`src/rtl/hazard_scoreboard.sv`:
```
`default_nettype none
// ============================================================================
// Module      : hazard_scoreboard
// Description : Decode-stage interlock for the five-stage MIPS pipeline using
//               per-GPR countdowns, an MDU busy counter and an EPC/eret window.
// Revision    : 1.0 - initial release
// ============================================================================
module hazard_scoreboard #(
    parameter int NREG     = 32,
    parameter int TNEW_W   = 2,
    parameter int MUL_LAT  = 5,
    parameter int DIV_LAT  = 10,
    parameter int CP0_WIN  = 2,
    parameter int EPC_ADDR = 14
) (
    input  logic                    clk,
    input  logic                    reset,
    input  logic                    d_valid,
    input  logic [$clog2(NREG)-1:0] d_rs,
    input  logic [$clog2(NREG)-1:0] d_rt,
    input  logic [TNEW_W-1:0]       d_tuse_rs,
    input  logic [TNEW_W-1:0]       d_tuse_rt,
    input  logic                    d_rfwr,
    input  logic [$clog2(NREG)-1:0] d_a3,
    input  logic [TNEW_W-1:0]       d_tnew,
    input  logic                    d_md_start,
    input  logic                    d_md_div,
    input  logic                    d_md_use,
    input  logic                    d_mtc0,
    input  logic [4:0]              d_cp0_rd,
    input  logic                    d_eret,
    input  logic                    flush,
    output logic                    stall,
    output logic                    mdu_busy,
    output logic [NREG-1:0]         pending
);

    localparam int c_AW      = $clog2(NREG);
    localparam int c_MDU_MAX = ((DIV_LAT > MUL_LAT) ? DIV_LAT : MUL_LAT) + 1;
    localparam int c_MDU_W   = $clog2(c_MDU_MAX + 1);
    localparam int c_CP0_W   = (CP0_WIN < 1) ? 1 : $clog2(CP0_WIN + 1);

    localparam logic [c_MDU_W-1:0] c_MUL_LOAD = c_MDU_W'(MUL_LAT + 1);
    localparam logic [c_MDU_W-1:0] c_DIV_LOAD = c_MDU_W'(DIV_LAT + 1);
    localparam logic [c_CP0_W-1:0] c_CP0_LOAD = c_CP0_W'(CP0_WIN);
    localparam logic [4:0]         c_EPC      = 5'(EPC_ADDR);

    logic [TNEW_W-1:0]  r_cnt [NREG];
    logic [c_MDU_W-1:0] r_mdu_cnt;
    logic [c_CP0_W-1:0] r_cp0_cnt;

    logic w_stall_rs;
    logic w_stall_rt;
    logic w_stall_mdu;
    logic w_stall_eret;
    logic w_issue;

    // A source stalls only while its producer is further from forwardable
    // than the consumer is from needing the value.
    always_comb begin
        w_stall_rs   = d_valid && (d_rs != '0) && (r_cnt[d_rs] > d_tuse_rs);
        w_stall_rt   = d_valid && (d_rt != '0) && (r_cnt[d_rt] > d_tuse_rt);
        w_stall_mdu  = d_valid && d_md_use && (r_mdu_cnt != '0);
        w_stall_eret = d_valid && d_eret && (r_cp0_cnt != '0);
    end

    assign stall    = w_stall_rs | w_stall_rt | w_stall_mdu | w_stall_eret;
    assign w_issue  = d_valid & ~stall & ~flush;
    assign mdu_busy = (r_mdu_cnt != '0);

    // Entry 0 is held at zero so $zero never reports a pending write.
    always_ff @(posedge clk or negedge reset) begin
        if (!reset) begin
            for (int i = 0; i < NREG; i++) begin
                r_cnt[i] <= '0;
            end
        end else begin
            for (int i = 0; i < NREG; i++) begin
                if ((i == 0) || flush) begin
                    r_cnt[i] <= '0;
                end else if (w_issue && d_rfwr && (d_a3 == c_AW'(i))) begin
                    r_cnt[i] <= d_tnew;
                end else if (r_cnt[i] != '0) begin
                    r_cnt[i] <= r_cnt[i] - TNEW_W'(1);
                end
            end
        end
    end

    // An MDU operation already started runs to completion across a flush.
    always_ff @(posedge clk or negedge reset) begin
        if (!reset) begin
            r_mdu_cnt <= '0;
        end else if (w_issue && d_md_start) begin
            r_mdu_cnt <= d_md_div ? c_DIV_LOAD : c_MUL_LOAD;
        end else if (r_mdu_cnt != '0) begin
            r_mdu_cnt <= r_mdu_cnt - c_MDU_W'(1);
        end
    end

    always_ff @(posedge clk or negedge reset) begin
        if (!reset) begin
            r_cp0_cnt <= '0;
        end else if (flush) begin
            r_cp0_cnt <= '0;
        end else if (w_issue && d_mtc0 && (d_cp0_rd == c_EPC)) begin
            r_cp0_cnt <= c_CP0_LOAD;
        end else if (r_cp0_cnt != '0) begin
            r_cp0_cnt <= r_cp0_cnt - c_CP0_W'(1);
        end
    end

    generate
        for (genvar gi = 0; gi < NREG; gi++) begin : g_pend
            if (gi == 0) begin : g_zero
                assign pending[gi] = 1'b0;
            end else begin : g_reg
                assign pending[gi] = (r_cnt[gi] != '0);
            end
        end
    endgenerate

endmodule
`default_nettype wire

```
`config.mk`:
```
export PLATFORM = sky130hd
export DESIGN_NAME = hazard_scoreboard
export DESIGN_NICKNAME = d
export VERILOG_FILES = /design/src/rtl/hazard_scoreboard.sv
export SDC_FILE = /design/constraint.sdc
export NUM_CORES = 1
export LEC_CHECK = 0
export ABC_CLOCK_PERIOD_IN_PS = 7310
export BUFFER_PORTS_ARGS = -buffer_cell sky130_fd_sc_hd__buf_2
export CAP_MARGIN = 40
export CORE_UTILIZATION = 35
export DETAILED_ROUTE_END_ITERATION = 12
export PLACE_DENSITY_LB_ADDON = 0.3
export SYNTH_ARGS = -nofsm -noshare
export SYNTH_HDL_FRONTEND = slang
export SYNTH_SLANG_ARGS = --single-unit
export TNS_END_PERCENT = 30
```
`constraint.sdc`:
```
create_clock -name clk -period 7.31 [get_ports clk]
set_clock_uncertainty 0.05 [all_clocks]
set_input_delay 1.462 -clock clk [delete_from_list [all_inputs] [get_ports clk]]
set_output_delay 1.462 -clock clk [all_outputs]
set_load 0.01 [all_outputs]
```
==> results of run 1 <==
## power by group through the flow
stage | logic [mW] | clock network (mW) | registers [mW]
CTS | 1.14 | 0.459 | 0.645
detailed placement | 1.13 | 0 | 0.650
global route | 1.28 | 0.477 | 0.663
global placement | 1.10 | 0 | 0.649
finish | 1.13 | 0.447 | 0.648
floorplan | 0.887 | 0 | 0.589
## routing by layer
metal | up-vias | GRT usage | part of all wire
met4 | 0 | 0.0423 | 0.012
met2 | 153 | 0.280 | 0.44
met3 | 15 | 0.0552 | 0.068
met5 | - | 0 | 0
li1 | 2422 | - | -
met1 | 2347 | 0.262 | 0.48
## metrics by stage
| step | power (mW) | setup slack [ns] | instance area (um2) | std cells | util |
|---|---|---|---|---|---|
| finish | 2.22 | 1.30 | 6910 | 959 | 0.411 |
| global route | 2.42 | 1.07 | 6910 | 959 | 0.411 |
| CTS | 2.24 | 1.31 | 6910 | 959 | 0.411 |
| detailed placement | 1.78 | 1.31 | 6610 | 943 | 0.393 |
| global placement | 1.75 | 1.34 | 6580 | 941 | 0.391 |
| floorplan | 1.48 | 1.64 | 6090 | 686 | - |
## cells in the mapped netlist, types with 4 or more instances
library cell and n:
nor4b_4 6, ha_1 38, nand4b_1 4, nand2b_1 4
clkbuf_1 23, a2111oi_0 4, mux4_2 15, a22oi_1 12
o21ai_0 9, dfrtp_1 68, nor2_1 106, mux2i_1 30
nand2_1 26, a21oi_1 35, mux2_2 62, buf_2 9
nand4_1 10, inv_1 101, xor2_1 33, nor3_2 4
nor2b_1 11, nor3_1 9, nand3_1 15
## state kept, by name, indices dropped and copies added (netlist names)
signal and flops:
r_mdu_cnt 4, r_cnt 62, r_cp0_cnt 2
## kinds of logic (layout without fill, tap and decap cells)
logic type,after synthesis,count (layout)
xor+xnor,34,34
flops,68,68
fa+ha+maj,38,38
mux,109,109
other cells,1,1
buf+inv,140,193
compound gates,72,72
simple gates,224,224
## how the worst max path moves through the flow
stage | start | endpoint | slack [ns] | cells past startpoint
floorplan | d_rs[0] | stall | 1.64 | 13
global placement | d_rt[1] | stall | 1.34 | 12
detailed placement | d_rt[1] | stall | 1.31 | 12
CTS | d_rt[1] | stall | 1.31 | 12
global route | d_rt[1] | stall | 1.07 | 11
finish | d_rt[1] | stall | 1.30 | 11
## worst register-to-register path: cells and delay by family, from the launching register on
family	cells	cell delay [ns]
adder cells (fa/ha/maj)	1	0.23
flip-flops	1	0.40
AO/OA/AOI/OAI	3	1.07
multiplexers	2	0.83
buffers and inverters	2	0.36
AND/OR/NAND/NOR	3	0.67
## area by class of cell
| type | count | area share |
|---|---|---|
| multi-input combinational | 478 | 0.555 |
| sequential | 68 | 0.246 |
| timing repair buffer | 76 | 0.0608 |
| inverter | 101 | 0.0548 |
| tap | 220 | 0.0398 |
| clock buffer | 11 | 0.0366 |
| clock inverter | 5 | 0.00724 |
==> results.yml, run 1 <==
synthesis:
  ys_warn_count: 0
  synth_top_family_by_area: "multiplexers"
  synthXorXnorAreaFrac: 0.0489
  postSynthCellCount: 686
  synth_edf_count: 0
  synth-simple-area-share: 0.206
  muxShareOfSynthArea: 0.223
  synth_top_flop_cell: "dfrtp_1"
  synth_top_area_cell: "dfrtp_1"
  synthAdderAreaFrac: 0.0780
  synth_area_per_cell_um2: 8.88
  synth-seq-area-share: 0.279
  synth_seq_cells: 68
  synth_area_um2: 6090
  synthDistinctLibCells: 52
  syn_nets: 760
  synth_compound_area_frac: 0.0723
  synth_top_area_share: 0.279
  synth_area_leaders: "dfrtp_1, mux2_2, ha_1"
  async_flop_share: 1.00
worst_setup_path:
  crit_chain: "buf_2, mux4_2, a2111oi_0, or3_1, ha_1, nor2b_1, o21ai_0, o21a_1, nand2_1, and2_1, buf_2"
  cp-end-kind: "output pin"
  reg2reg_setup_slack_ns: 3.60
  crit_slowest_cell: "buf_2"
  cp.arrival_ns: 4.49
  r2r_cells: 11
  path_max_fanout: 32
  crit_type: "primary input to output pin"
  critPathTopFamily: "compound AO/OA/AOI/OAI gates"
  r2r-end: "r_cnt[44]$_DFFE_PN0P_"
  cpPeakStageDelay_ns: 0.65
  crit_top_cell: "buf_2"
  cp.required_ns: 5.80
  startpoint_type: "primary input"
  crit_buf_inv: 2
  worstReg2RegStart: "r_cnt[55]$_DFFE_PN0P_"
timing:
  max_freq_mhz: 167
  worstMarginPinSlew_ns: 0.853
  slew_violations: 0
  setup_viol: 0
  holdWs_ns: 0.529
  finalCritPeriodShare: 0.822
  rsz0062_at_grt: "no"
  period_needed_ns: 6.01
  slew_headroom: 0.432
  hold_viol: 0
  finalSetupTns_ns: 0
drt:
  drc: 0
  drtAntennaViolNets: 0
  vias: 4937
  drtPass1Iterations: 5
  wirelength_mm: 16.0
  first_iter_violations: 424
  viasPerCell: 5.15
  wl_per_cell_um: 16.7
final_layout:
  syn_to_final_growth_pct: 13.4
  diodes: 0
  layout.area.seq_um2: 1700
  mostFrequentLayoutCells: "nor2_1, inv_1, buf_2, dfrtp_1, mux2_2"
  fill_cells: 1721
  final_common_cell: "nor2_1"
  multiInputGateArea_um2: 3830
  layout.nets: 808
  drive_gt1_frac: 0.263
power:
  netSwitchingPower_mw: 0.914
  combPwrFrac: 0.507
  powerDensity_nw_per_um2: 321
  pwr-share-clk: 0.201
  p_sw_frac: 0.412
  cellLeakagePower_nw: 3.27
  ir_drop_uv: 181
  intPower_mw: 1.31
  seq_power_share: 0.292
clocking:
  cts_tree: "done"
  htree_levels: 3
  clk_latency_ns: 0.34
  cts_resized: 0
  clk_pin_slew_ns: 0.05
  clockBufferDepth: 2
  cts_buffers: 9
  cts_setup_buffers: 0
  cts.sinks: 68
  hold_buffers: 0
  clock-root-buffer: "clkbuf_16"
floorplanning:
  row_count: 47
  start_util: 0.362
  die_area_um2: 17900
  core_um2: 16800
  die_y_um: 134
  io-pin-count: 70
  fp.dieW_um: 134
worst_hold_path:
  hold-path-cell-count: 2
  hp-class: "register to register"
  min_to: "r_cp0_cnt[1]$_DFFE_PN0P_"
  hp-start: "r_cp0_cnt[1]$_DFFE_PN0P_"
place:
  port_buffers: 68
  dpl.hpwl_mm: 12.0
  place.gp.congestion: 0.870
global_routing:
  grt_pass1_wl_mm: 25.5
  antenna_found_initial: 0
  grt_start_max_net_pins: 69
  grt_pass1_vias: 4617
  grt_overflow: 0
  track_usage: 0.187
status:
  status: "complete, no violations"
run:
  max_cap_viol_count: 0
Power figures use the tool's default switching activity.
==> inputs of run 2 (changes only) <==
--- a/config.mk
+++ b/config.mk
@@ -5,7 +5,8 @@
 export SDC_FILE = /design/constraint.sdc
 export NUM_CORES = 1
 export LEC_CHECK = 0
-export ABC_CLOCK_PERIOD_IN_PS = 7310
+export ABC_AREA = 1
+export ABC_CLOCK_PERIOD_IN_PS = 6100
 export BUFFER_PORTS_ARGS = -buffer_cell sky130_fd_sc_hd__buf_2
 export CAP_MARGIN = 40
 export CORE_UTILIZATION = 35
==> constraint.sdc (replaced) <==
create_clock -name clk -period 6.1 [get_ports clk]
set_clock_uncertainty 0.05 [all_clocks]
set_input_delay 1.22 -clock clk [delete_from_list [all_inputs] [get_ports clk]]
set_output_delay 1.22 -clock clk [all_outputs]
set_load 0.01 [all_outputs]
==> run 2 against run 1 <==
  * Highest routed layer unchanged
  * Flip-flop and latch count unchanged
  * Via count increased by 51%
  * Non-clock buffer count increased by 7
  * Clock power up 19%
  * Sequential share of layout area decreased by 2.8 points
  * Area after synthesis up 15%
  * Cell count is 48% higher
  * Largest power group unchanged
  * Total power rose by 59%
  * Largest cell class unchanged
  * Critical path depth grew 6
  * Critical path type unchanged
  * Cell area up 13%
  * Global-route usage grew 3.9 points
==> results.yml, run 2 <==
status:
  status: "complete, no violations"
power:
  ir_drop_uv: 151
  cellLeakagePower_nw: 4.07
  powerDensity_nw_per_um2: 451
timing:
  worstMarginPinSlew_ns: 0.990
  period_needed_ns: 5.28
  finalCritPeriodShare: 0.865
  finalSetupTns_ns: 0
  holdWs_ns: 0.458
  hold_viol: 0
  rsz0062_at_grt: "no"
  setup_viol: 0
  slew_violations: 0
  max_freq_mhz: 189
  slew_headroom: 0.340
synthesis:
  synth_top_area_cell: "dfrtp_1"
  synth-seq-area-share: 0.243
  synthMostInstantiatedCell: "nand2_1"
  synthDistinctLibCells: 39
  postSynthCellCount: 1113
  netlist_top_cells_count: "nand2_1, inv_1, nand4_1"
  synth_top_flop_cell: "dfrtp_1"
  synth_area_um2: 6990
  synth_seq_cells: 68
  synth_top_area_share: 0.243
  synth_area_leaders: "dfrtp_1, nand2_1, inv_1"
  ys_warn_count: 0
  async_flop_share: 1.00
  syn_nets: 1187
  synth_area_per_cell_um2: 6.28
  synth_edf_count: 0
global_routing:
  grt_use_met2: 0.348
  grt_overflow: 0
  grt_use_met3: 0.0433
  antenna_found_initial: 0
  grt_pass1_wl_mm: 35.5
  use_met1: 0.303
  grt_busiest_layer: "met2"
  grt_start_max_net_pins: 59
  track_usage: 0.226
  grt_pass1_vias: 6738
drt:
  vias: 7441
  drtAntennaViolNets: 0
  drc: 0
  viasPerCell: 5.25
  first_iter_violations: 680
  wl_per_cell_um: 15.6
  wirelength_mm: 22.1
  drtPass1Iterations: 5
final_layout:
  final_common_cell: "nand2_1"
  layout.nets: 1220
  syn_to_final_growth_pct: 11.7
  largest_reg_flops: 62
  drive_gt1_frac: 0.121
  reg.largest.list: "r_cnt (62), r_mdu_cnt (4), r_cp0_cnt (2)"
  mostFrequentLayoutCells: "nand2_1, inv_1, nand4_1"
  finalNonFillerCells: 1416
  diodes: 0
  top_register: "r_cnt"
floorplanning:
  die_area_um2: 20500
  io-pin-count: 70
  row_count: 51
  core_um2: 19500
  start_util: 0.358
  fp.dieW_um: 143
  die_y_um: 143
worst_setup_path:
  cp-end-kind: "output pin"
  cp.arrival_ns: 4.01
  cp.required_ns: 4.83
  crit_type: "primary input to output pin"
  path_max_fanout: 39
  startpoint_type: "primary input"
clocking:
  cts_buffers: 9
  cts_resized: 0
  cts_setup_buffers: 0
  cts.sinks: 68
  clk_pin_slew_ns: 0.06
  htree_levels: 3
  clockBufferDepth: 2
  clock-root-buffer: "clkbuf_16"
  cts_tree: "done"
  clk_latency_ns: 0.35
  hold_buffers: 0
place:
  dpl.hpwl_mm: 16.8
  dp_cells: 1400
  port_buffers: 68
  place.gp.congestion: 0.914
worst_hold_path:
  hp-class: "register to register"
run:
  max_cap_viol_count: 0
[run 2: metal layers]
layer	share of wire	vias to the layer above
met5	0	-
met4	0.038	0
met3	0.074	45
met2	0.43	266
met1	0.46	3423
li1	-	3707
[run 2: report_power, final]
| group | switching [mW] | internal (mW) |
|---|---|---|
| combinational | 1.27 | 0.776 |
| clock | 0.218 | 0.314 |
| sequential | 0.271 | 0.679 |
| total | 1.76 | 1.77 |
[run 2: critical path, cell delays in order]
cell and delay [ns]:
buf_2 0.24, inv_1 0.78, o21ai_0 0.16, a21oi_1 0.19
a21oi_1 0.06, o21ai_0 0.14, nand3_1 0.08, and2_1 0.15
ha_1 0.29, nand2_1 0.07, inv_1 0.03, a21oi_1 0.15
nand2_2 0.09, nand3_2 0.11, nand2_1 0.05, inv_1 0.05
buf_2 0.11
[run 2: final cells by class]
cell class	instances	area, um2
clock buffer	9	225
clock inverter	7	67.6
fill	2164	11700
inverter	197	747
multi-input combinational	787	4200
sequential	68	1700
tap	265	332
timing repair buffer	83	536
[run 2: cell families (layout without fill, tap and decap cells)]
family,count (synthesis),after routing,synth area share
fa+ha+maj,38,38,0.0680
buf+inv,258,296,0.155
other cells,1,1,0.000536
flops,68,68,0.243
xor+xnor,2,2,0.00251
simple gates,564,564,0.389
compound gates,182,182,0.141
[run 2: final timing paths]
kind                       slack [ns]                       end  cells after the start             startpoint
min                              0.46     r_cnt[53]$_DFFE_PN0P_                      2  r_cnt[53]$_DFFE_PN0P_
max in group asynchronous        4.59     r_cnt[50]$_DFFE_PN0P_                      3                  reset
max                              0.82                     stall                     17                d_rt[0]
max reg2reg                      2.53     r_cnt[56]$_DFFE_PN0P_                     18  r_cnt[12]$_DFFE_PN0P_
min in group asynchronous        0.83  r_mdu_cnt[3]$_DFFE_PN0P_                      2                  reset
min reg2reg                      0.46     r_cnt[53]$_DFFE_PN0P_                      2  r_cnt[53]$_DFFE_PN0P_
[run 2: per-stage QoR]
stage               power [mW]  utilization  setup slack [ns]  area (um2)
floorplan                 2.34            -              1.80        6990
global placement          2.96        0.379             0.999        7410
detailed placement        2.98        0.385             0.877        7520
CTS                       3.54        0.400             0.874        7810
global route              3.93        0.400             0.570        7810
finish                    3.52        0.400             0.821        7810
